--- src/rtl/pid_line_pkg.sv ---
// Shared types and helpers for the line-follower PID controller.
package pid_line_pkg;

  typedef enum logic [2:0] {
    ST_IDLE  = 3'd0,
    ST_MUL_P = 3'd1,
    ST_MUL_I = 3'd2,
    ST_MUL_D = 3'd3,
    ST_OUT   = 3'd4
  } state_t;

  // Guard bits above gain*error so three summed products cannot overflow.
  localparam int ACC_GUARD_W = 2;

  function automatic int acc_width(input int gain_w, input int err_w);
    return gain_w + err_w + ACC_GUARD_W;
  endfunction

  function automatic int sens_weight(input int i, input int n);
    return 2 * i - (n - 1);
  endfunction

  function automatic int clamp(input int v, input int lo, input int hi);
    if (v < lo) return lo;
    if (v > hi) return hi;
    return v;
  endfunction

endpackage

--- src/rtl/line_err_enc.sv ---
// Thresholds N sensor readings and encodes the line position as a signed weighted sum.
module line_err_enc
  import pid_line_pkg::*;
#(
  parameter int N_SENS = 4,
  parameter int ADC_W  = 12,
  parameter int ERR_W  = 8
) (
  input  logic [N_SENS*ADC_W-1:0] i_sample_data,
  input  logic [ADC_W-1:0]        i_thr,
  output logic signed [ERR_W-1:0] o_e,
  output logic                    o_any_line
);

  logic signed [ERR_W-1:0] w_sum;
  logic                    w_any;

  always_comb begin
    w_sum = '0;
    w_any = 1'b0;
    for (int i = 0; i < N_SENS; i++) begin
      if (i_sample_data[i*ADC_W +: ADC_W] > i_thr) begin
        w_sum = w_sum + ERR_W'(sens_weight(i, N_SENS));
        w_any = 1'b1;
      end
    end
  end

  assign o_e        = w_sum;
  assign o_any_line = w_any;

endmodule

--- src/rtl/pid_line_ctrl.sv ---
// PID steering controller: one shared multiplier sequenced over five cycles per sample,
// with integrator clamping, lost-line timeout and saturated wheel duty outputs.
module pid_line_ctrl
  import pid_line_pkg::*;
#(
  parameter int N_SENS       = 4,
  parameter int ADC_W        = 12,
  parameter int ERR_W        = 8,
  parameter int GAIN_W       = 8,
  parameter int DUTY_W       = 8,
  parameter int INT_LIM      = 30,
  parameter int SHIFT        = 0,
  parameter int LOST_TIMEOUT = 8
) (
  input  logic                    clk,
  input  logic                    rst,
  input  logic                    enable,
  input  logic                    sample_valid,
  input  logic [N_SENS*ADC_W-1:0] sample_data,
  input  logic [ADC_W-1:0]        thr,
  input  logic [GAIN_W-1:0]       kp,
  input  logic [GAIN_W-1:0]       ki,
  input  logic [GAIN_W-1:0]       kd,
  input  logic [DUTY_W-1:0]       base_duty,
  output logic [DUTY_W-1:0]       duty_l,
  output logic [DUTY_W-1:0]       duty_r,
  output logic                    duty_valid,
  output logic                    lost,
  output logic                    busy
);

  localparam int ACC_W  = acc_width(GAIN_W, ERR_W);
  localparam int SUM_W  = ((ACC_W > DUTY_W) ? ACC_W : DUTY_W) + 2;
  localparam int LCNT_W = $clog2(LOST_TIMEOUT + 1);
  localparam logic [LCNT_W-1:0]       LCNT_MAX  = LCNT_W'(LOST_TIMEOUT);
  localparam logic signed [SUM_W-1:0] DUTY_MAX  = SUM_W'((2 ** DUTY_W) - 1);

  function automatic logic [DUTY_W-1:0] sat_duty(input logic signed [SUM_W-1:0] v);
    if (v < 0)        return '0;
    if (v > DUTY_MAX) return '1;
    return v[DUTY_W-1:0];
  endfunction

  state_t                   r_state;
  logic signed [ERR_W-1:0]  r_e, r_integ, r_diff, r_prev_e;
  logic signed [1:0]        r_last_sign;
  logic [LCNT_W-1:0]        r_lost_cnt;
  logic                     r_lost;
  logic signed [ACC_W-1:0]  r_acc;
  logic [DUTY_W-1:0]        r_duty_l, r_duty_r;
  logic                     r_duty_valid;

  logic signed [ERR_W-1:0]  w_enc_e, w_e_nx, w_integ_nx, w_diff_nx, w_op;
  logic                     w_any_line, w_accept, w_going_lost;
  logic [LCNT_W-1:0]        w_lost_cnt_nx;
  logic [GAIN_W-1:0]        w_gain;
  logic signed [ACC_W-1:0]  w_prod, w_delta;
  logic signed [SUM_W-1:0]  w_base_s, w_delta_s;
  logic [DUTY_W-1:0]        w_duty_l, w_duty_r;

  line_err_enc #(
    .N_SENS (N_SENS),
    .ADC_W  (ADC_W),
    .ERR_W  (ERR_W)
  ) u_enc (
    .i_sample_data (sample_data),
    .i_thr         (thr),
    .o_e           (w_enc_e),
    .o_any_line    (w_any_line)
  );

  assign w_accept = (r_state == ST_IDLE) && sample_valid && enable;

  // A no-line sample steers hard toward the side the line was last seen on.
  always_comb begin
    w_e_nx        = w_enc_e;
    w_lost_cnt_nx = '0;
    if (!w_any_line) begin
      w_e_nx        = ERR_W'((N_SENS - 1) * int'(r_last_sign));
      w_lost_cnt_nx = (r_lost_cnt == LCNT_MAX) ? r_lost_cnt : r_lost_cnt + LCNT_W'(1);
    end
    w_going_lost = !w_any_line && (w_lost_cnt_nx == LCNT_MAX);
    w_integ_nx   = ERR_W'(clamp(int'(r_integ) + int'(w_e_nx), -INT_LIM, INT_LIM));
    w_diff_nx    = w_e_nx - r_prev_e;
  end

  always_comb begin
    w_gain = kp;
    w_op   = r_e;
    case (r_state)
      ST_MUL_I: begin w_gain = ki; w_op = r_integ; end
      ST_MUL_D: begin w_gain = kd; w_op = r_diff;  end
      default:  ;
    endcase
  end

  assign w_prod    = $signed({{(ACC_W-GAIN_W){1'b0}}, w_gain})
                   * $signed({{(ACC_W-ERR_W){w_op[ERR_W-1]}}, w_op});
  assign w_delta   = r_acc >>> SHIFT;
  assign w_base_s  = $signed({{(SUM_W-DUTY_W){1'b0}}, base_duty});
  assign w_delta_s = {{(SUM_W-ACC_W){w_delta[ACC_W-1]}}, w_delta};
  assign w_duty_l  = sat_duty(w_base_s + w_delta_s);
  assign w_duty_r  = sat_duty(w_base_s - w_delta_s);

  // Control and controller state
  always_ff @(posedge clk) begin
    if (rst) begin
      r_state      <= ST_IDLE;
      r_integ      <= '0;
      r_prev_e     <= '0;
      r_last_sign  <= '0;
      r_lost_cnt   <= '0;
      r_lost       <= 1'b0;
      r_duty_l     <= '0;
      r_duty_r     <= '0;
      r_duty_valid <= 1'b0;
    end else begin
      r_duty_valid <= 1'b0;
      case (r_state)
        ST_IDLE:  if (w_accept) r_state <= ST_MUL_P;
        ST_MUL_P: r_state <= ST_MUL_I;
        ST_MUL_I: r_state <= ST_MUL_D;
        ST_MUL_D: r_state <= ST_OUT;
        ST_OUT: begin
          r_state      <= ST_IDLE;
          r_duty_valid <= 1'b1;
          r_duty_l     <= (enable && !r_lost) ? w_duty_l : '0;
          r_duty_r     <= (enable && !r_lost) ? w_duty_r : '0;
        end
        default:  r_state <= ST_IDLE;
      endcase

      if (!enable) begin
        r_integ     <= '0;
        r_prev_e    <= '0;
        r_last_sign <= '0;
        r_lost_cnt  <= '0;
        r_lost      <= 1'b0;
        r_duty_l    <= '0;
        r_duty_r    <= '0;
      end else if (w_accept) begin
        r_lost_cnt <= w_lost_cnt_nx;
        r_lost     <= w_going_lost;
        if (w_going_lost) begin
          r_integ     <= '0;
          r_prev_e    <= '0;
          r_last_sign <= '0;
        end else begin
          r_integ  <= w_integ_nx;
          r_prev_e <= w_e_nx;
          if (w_e_nx != '0) r_last_sign <= (w_e_nx < 0) ? 2'sb11 : 2'sb01;
        end
      end
    end
  end

  // Datapath: operand capture at acceptance, then one product per MUL state
  always_ff @(posedge clk) begin
    if (w_accept) begin
      r_e    <= w_going_lost ? '0 : w_e_nx;
      r_diff <= w_going_lost ? '0 : w_diff_nx;
    end
    case (r_state)
      ST_MUL_P:           r_acc <= w_prod;
      ST_MUL_I, ST_MUL_D: r_acc <= r_acc + w_prod;
      default:            ;
    endcase
  end

  assign duty_l     = r_duty_l;
  assign duty_r     = r_duty_r;
  assign duty_valid = r_duty_valid;
  assign lost       = r_lost;
  assign busy       = (r_state != ST_IDLE);

endmodule

--- config.mk ---
export PLATFORM = sky130hd
export DESIGN_NAME = pid_line_ctrl
export DESIGN_NICKNAME = d
export VERILOG_FILES = /design/src/rtl/pid_line_pkg.sv /design/src/rtl/line_err_enc.sv /design/src/rtl/pid_line_ctrl.sv
export SDC_FILE = /design/constraint.sdc
export NUM_CORES = 1
export LEC_CHECK = 0
export ABC_AREA = 1
export BUFFER_PORTS_ARGS = -buffer_cell sky130_fd_sc_hd__buf_2
export CORE_MARGIN = 3
export CORE_UTILIZATION = 30
export DETAILED_ROUTE_END_ITERATION = 6
export PLACE_DENSITY = 0.48
export SETUP_SLACK_MARGIN = 0.4
export SLEW_MARGIN = 20
export SYNTH_ARGS = -nofsm -noshare
export SYNTH_HDL_FRONTEND = slang
export SYNTH_SLANG_ARGS = --single-unit
--- constraint.sdc ---
create_clock -name clk -period 12.3 [get_ports clk]
set_input_delay 1.23 -clock clk [delete_from_list [all_inputs] [get_ports clk]]
set_output_delay 1.23 -clock clk [all_outputs]
set_load 0.02 [all_outputs]
==> metrics <==
pin count of the biggest net entering global routing=32; GP Congestion=0.865; max_cap viols=0; drc violations=0; CP max FO=21; CP dominant cell by count=nand2_1; clk slew on worst S/H paths=0.08 ns; Util after Layout=0.350; Final Max Tran Viols=0; Mapped Area=9770 sq um; CTS Hold Bufs=0; worst hold endpoint=r_prev_e[7]; postcts setup bufs=0; share of layout cells above drive strength 1=0.124; sequential fraction of the synthesis area=0.193; vias in the first global route=8,548; Overflow after GRT=0; Die X=186 um; # setup viols final=0; R2R Path End=r_acc[17]; leading cell type in the layout, fill and taps excluded=nand2_1; Final nets=1,756; Root Driver=clkbuf_16; Mean Syn Cell Area=7.19 sq um; Sink Count=77; Final Hold Viols=0; P&R area growth vs syn=13.8%; final WL=26,500 um; hold path cells=2; R2R Setup Slk=4.74 ns; Worst EP arrival=7.66 ns; top cells by area, synth=ha_1 (19%), nand2_1 (12%), edfxtp_1 (10%); cts repair resizes=0; IO buf count=114; Cells after Synth=1,358; outcome=complete, no violations; Global Route Usage Sum=0.151; CTS H-Tree Depth=3; post-synth cell types=49; placed wire-length estimate=22,200 um; Ports=115; Slew HR=0.309; Setup WS pre-CTS=4.65 ns; worst-case clock buffer depth=2; dpl cells=1,890; via count=8,849; biggest area consumer among synthesized cells=ha_1; Critical Path Start Type=register; Worst Reg-to-Reg Cells=36; post-route insts no fill=1,907; antenna-violating nets left=0; final worst path period share=0.615; first-pass GRT wire length=43,500 um; Clock Latency Late Sink=0.36 ns; Yosys top cell area share=0.193; routed vias/inst=4.64; Async SR Flop Fraction=0; Required @ worst endpoint=12.40 ns; Worst Tran Pin Value=1.04 ns; RSZ-0062 raised after global routing=false; die area=34,800 sq um; Worst Setup End Kind=register; initial antenna violation count=1; clk_skew=0.0188 ns; post-synthesis sequential element count=77; WS Path Type=reg -> reg; EDFF count, synth=34; Initial Util=0.307; FP Rows=65; setup TNS=0 ns; setup ws final=4.74 ns; Inserted Clock Buffers=9; syn nets=1,648; Synth Warn #=0; core area=31,800 sq um; Final min period=7.56 ns; slowest stage delay, CP=0.80 ns; max frequency=132 MHz; initial drt markers=405; Die H=186 um; Wirelength per Cell=13.9 um; Synth Flop Type=dfxtp_1; HP Class=reg -> reg; CTS tree=built; worst reg2reg path startpoint=r_state[2]; most frequent cells in the layout=nand2_1 (300), inv_1 (229), ha_1 (151); first-pass iteration count of the detailed router=5; Max stage delay cell, worst path=dfxtp_1; Hold Crit Start=r_prev_e[7]
[sequential cells by signal, indices dropped and copies added (netlist names)]
register,flops
r_prev_e,8
r_last_sign,2
r_e,8
r_lost_cnt,4
r_state,3
duty_r,8
r_acc,18
r_integ,8
r_diff,8
lost,1
duty_l,8
duty_valid,1
[cell usage after synthesis, types with 2 or more instances]
cell type / n
clkbuf_1: 14
dfxtp_1: 43
inv_1: 230
o31ai_1: 2
nand3_2: 4
xor2_1: 37
fa_1: 43
ha_1: 151
buf_4: 2
nor3_2: 2
nand3b_1: 3
nand2_2: 9
or2_0: 2
a21oi_1: 106
buf_2: 3
o211ai_1: 2
a22oi_1: 2
edfxtp_1: 34
nand4_1: 12
o21a_1: 18
o21ai_0: 46
nor3_1: 14
a31oi_1: 6
o21ai_1: 8
a211oi_1: 4
nand2_4: 3
o21ai_2: 6
nand3_1: 57
o21bai_1: 6
nand2_1: 300
xnor2_1: 10
inv_2: 10
o32a_1: 16
a21o_1: 7
or2_2: 2
nor2_1: 122
nor2_2: 7
nand4_2: 2
o22ai_1: 2
o2111ai_1: 2
[metal layers]
metal  up-vias  part of all wire  GRT usage
met5         -                 0          0
met4         0             0.016     0.0355
met3        20             0.022     0.0167
met2       116              0.48      0.262
met1      4074              0.48      0.203
li1       4639                 -          -
[cell type report]
class                      count  area (sq um)
timing repair buffer         117           593
clock buffer                   9           225
multi-input combinational   1020          6900
tap                          435           544
inverter                     241           905
sequential                    77          1880
fill                        3447         20700
clock inverter                 7          66.3
antenna                        1          2.50
[metrics by stage]
| step | hold slack (ns) | instance area (sq um) |
|---|---|---|
| global placement | 0.450 | 10800 |
| detailed placement | 0.455 | 10800 |
| finish | 0.463 | 11100 |
| CTS | 0.466 | 11100 |
| global route | 0.481 | 11100 |
| floorplan | 0.434 | 9770 |
[critical path, delay by kind of cell, from the launching register on]
kind | cells | cell delay [ns]
XOR/XNOR | 2 | 0.34
AO/OA/AOI/OAI | 6 | 0.94
flip-flops | 1 | 0.80
adder cells (fa/ha/maj) | 6 | 2.78
AND/OR/NAND/NOR | 14 | 1.66
buffers and inverters | 8 | 0.78
[worst max path at each step]
stage                           end  slack, ns       start
after global routing      r_acc[17]       4.13  r_state[2]
after detailed placement  r_acc[17]       4.65       kd[0]
after CTS                 r_acc[17]       4.73  r_state[2]
after global placement    r_acc[17]       4.74       kd[0]
after floorplan           r_acc[17]       5.25       kd[0]
final                     r_acc[17]       4.74  r_state[2]
[logic make-up after synthesis]
logic type      after synthesis  share of synthesized area
simple gates                543                      0.238
buf+inv                     261                      0.101
compound gates              236                      0.145
fa+ha+maj                   194                      0.281
flops                        77                      0.193
xor+xnor                     47                     0.0421
Power is not shown: default switching activity piles up to over one toggle a cycle in this logic, so the estimate is an artifact.
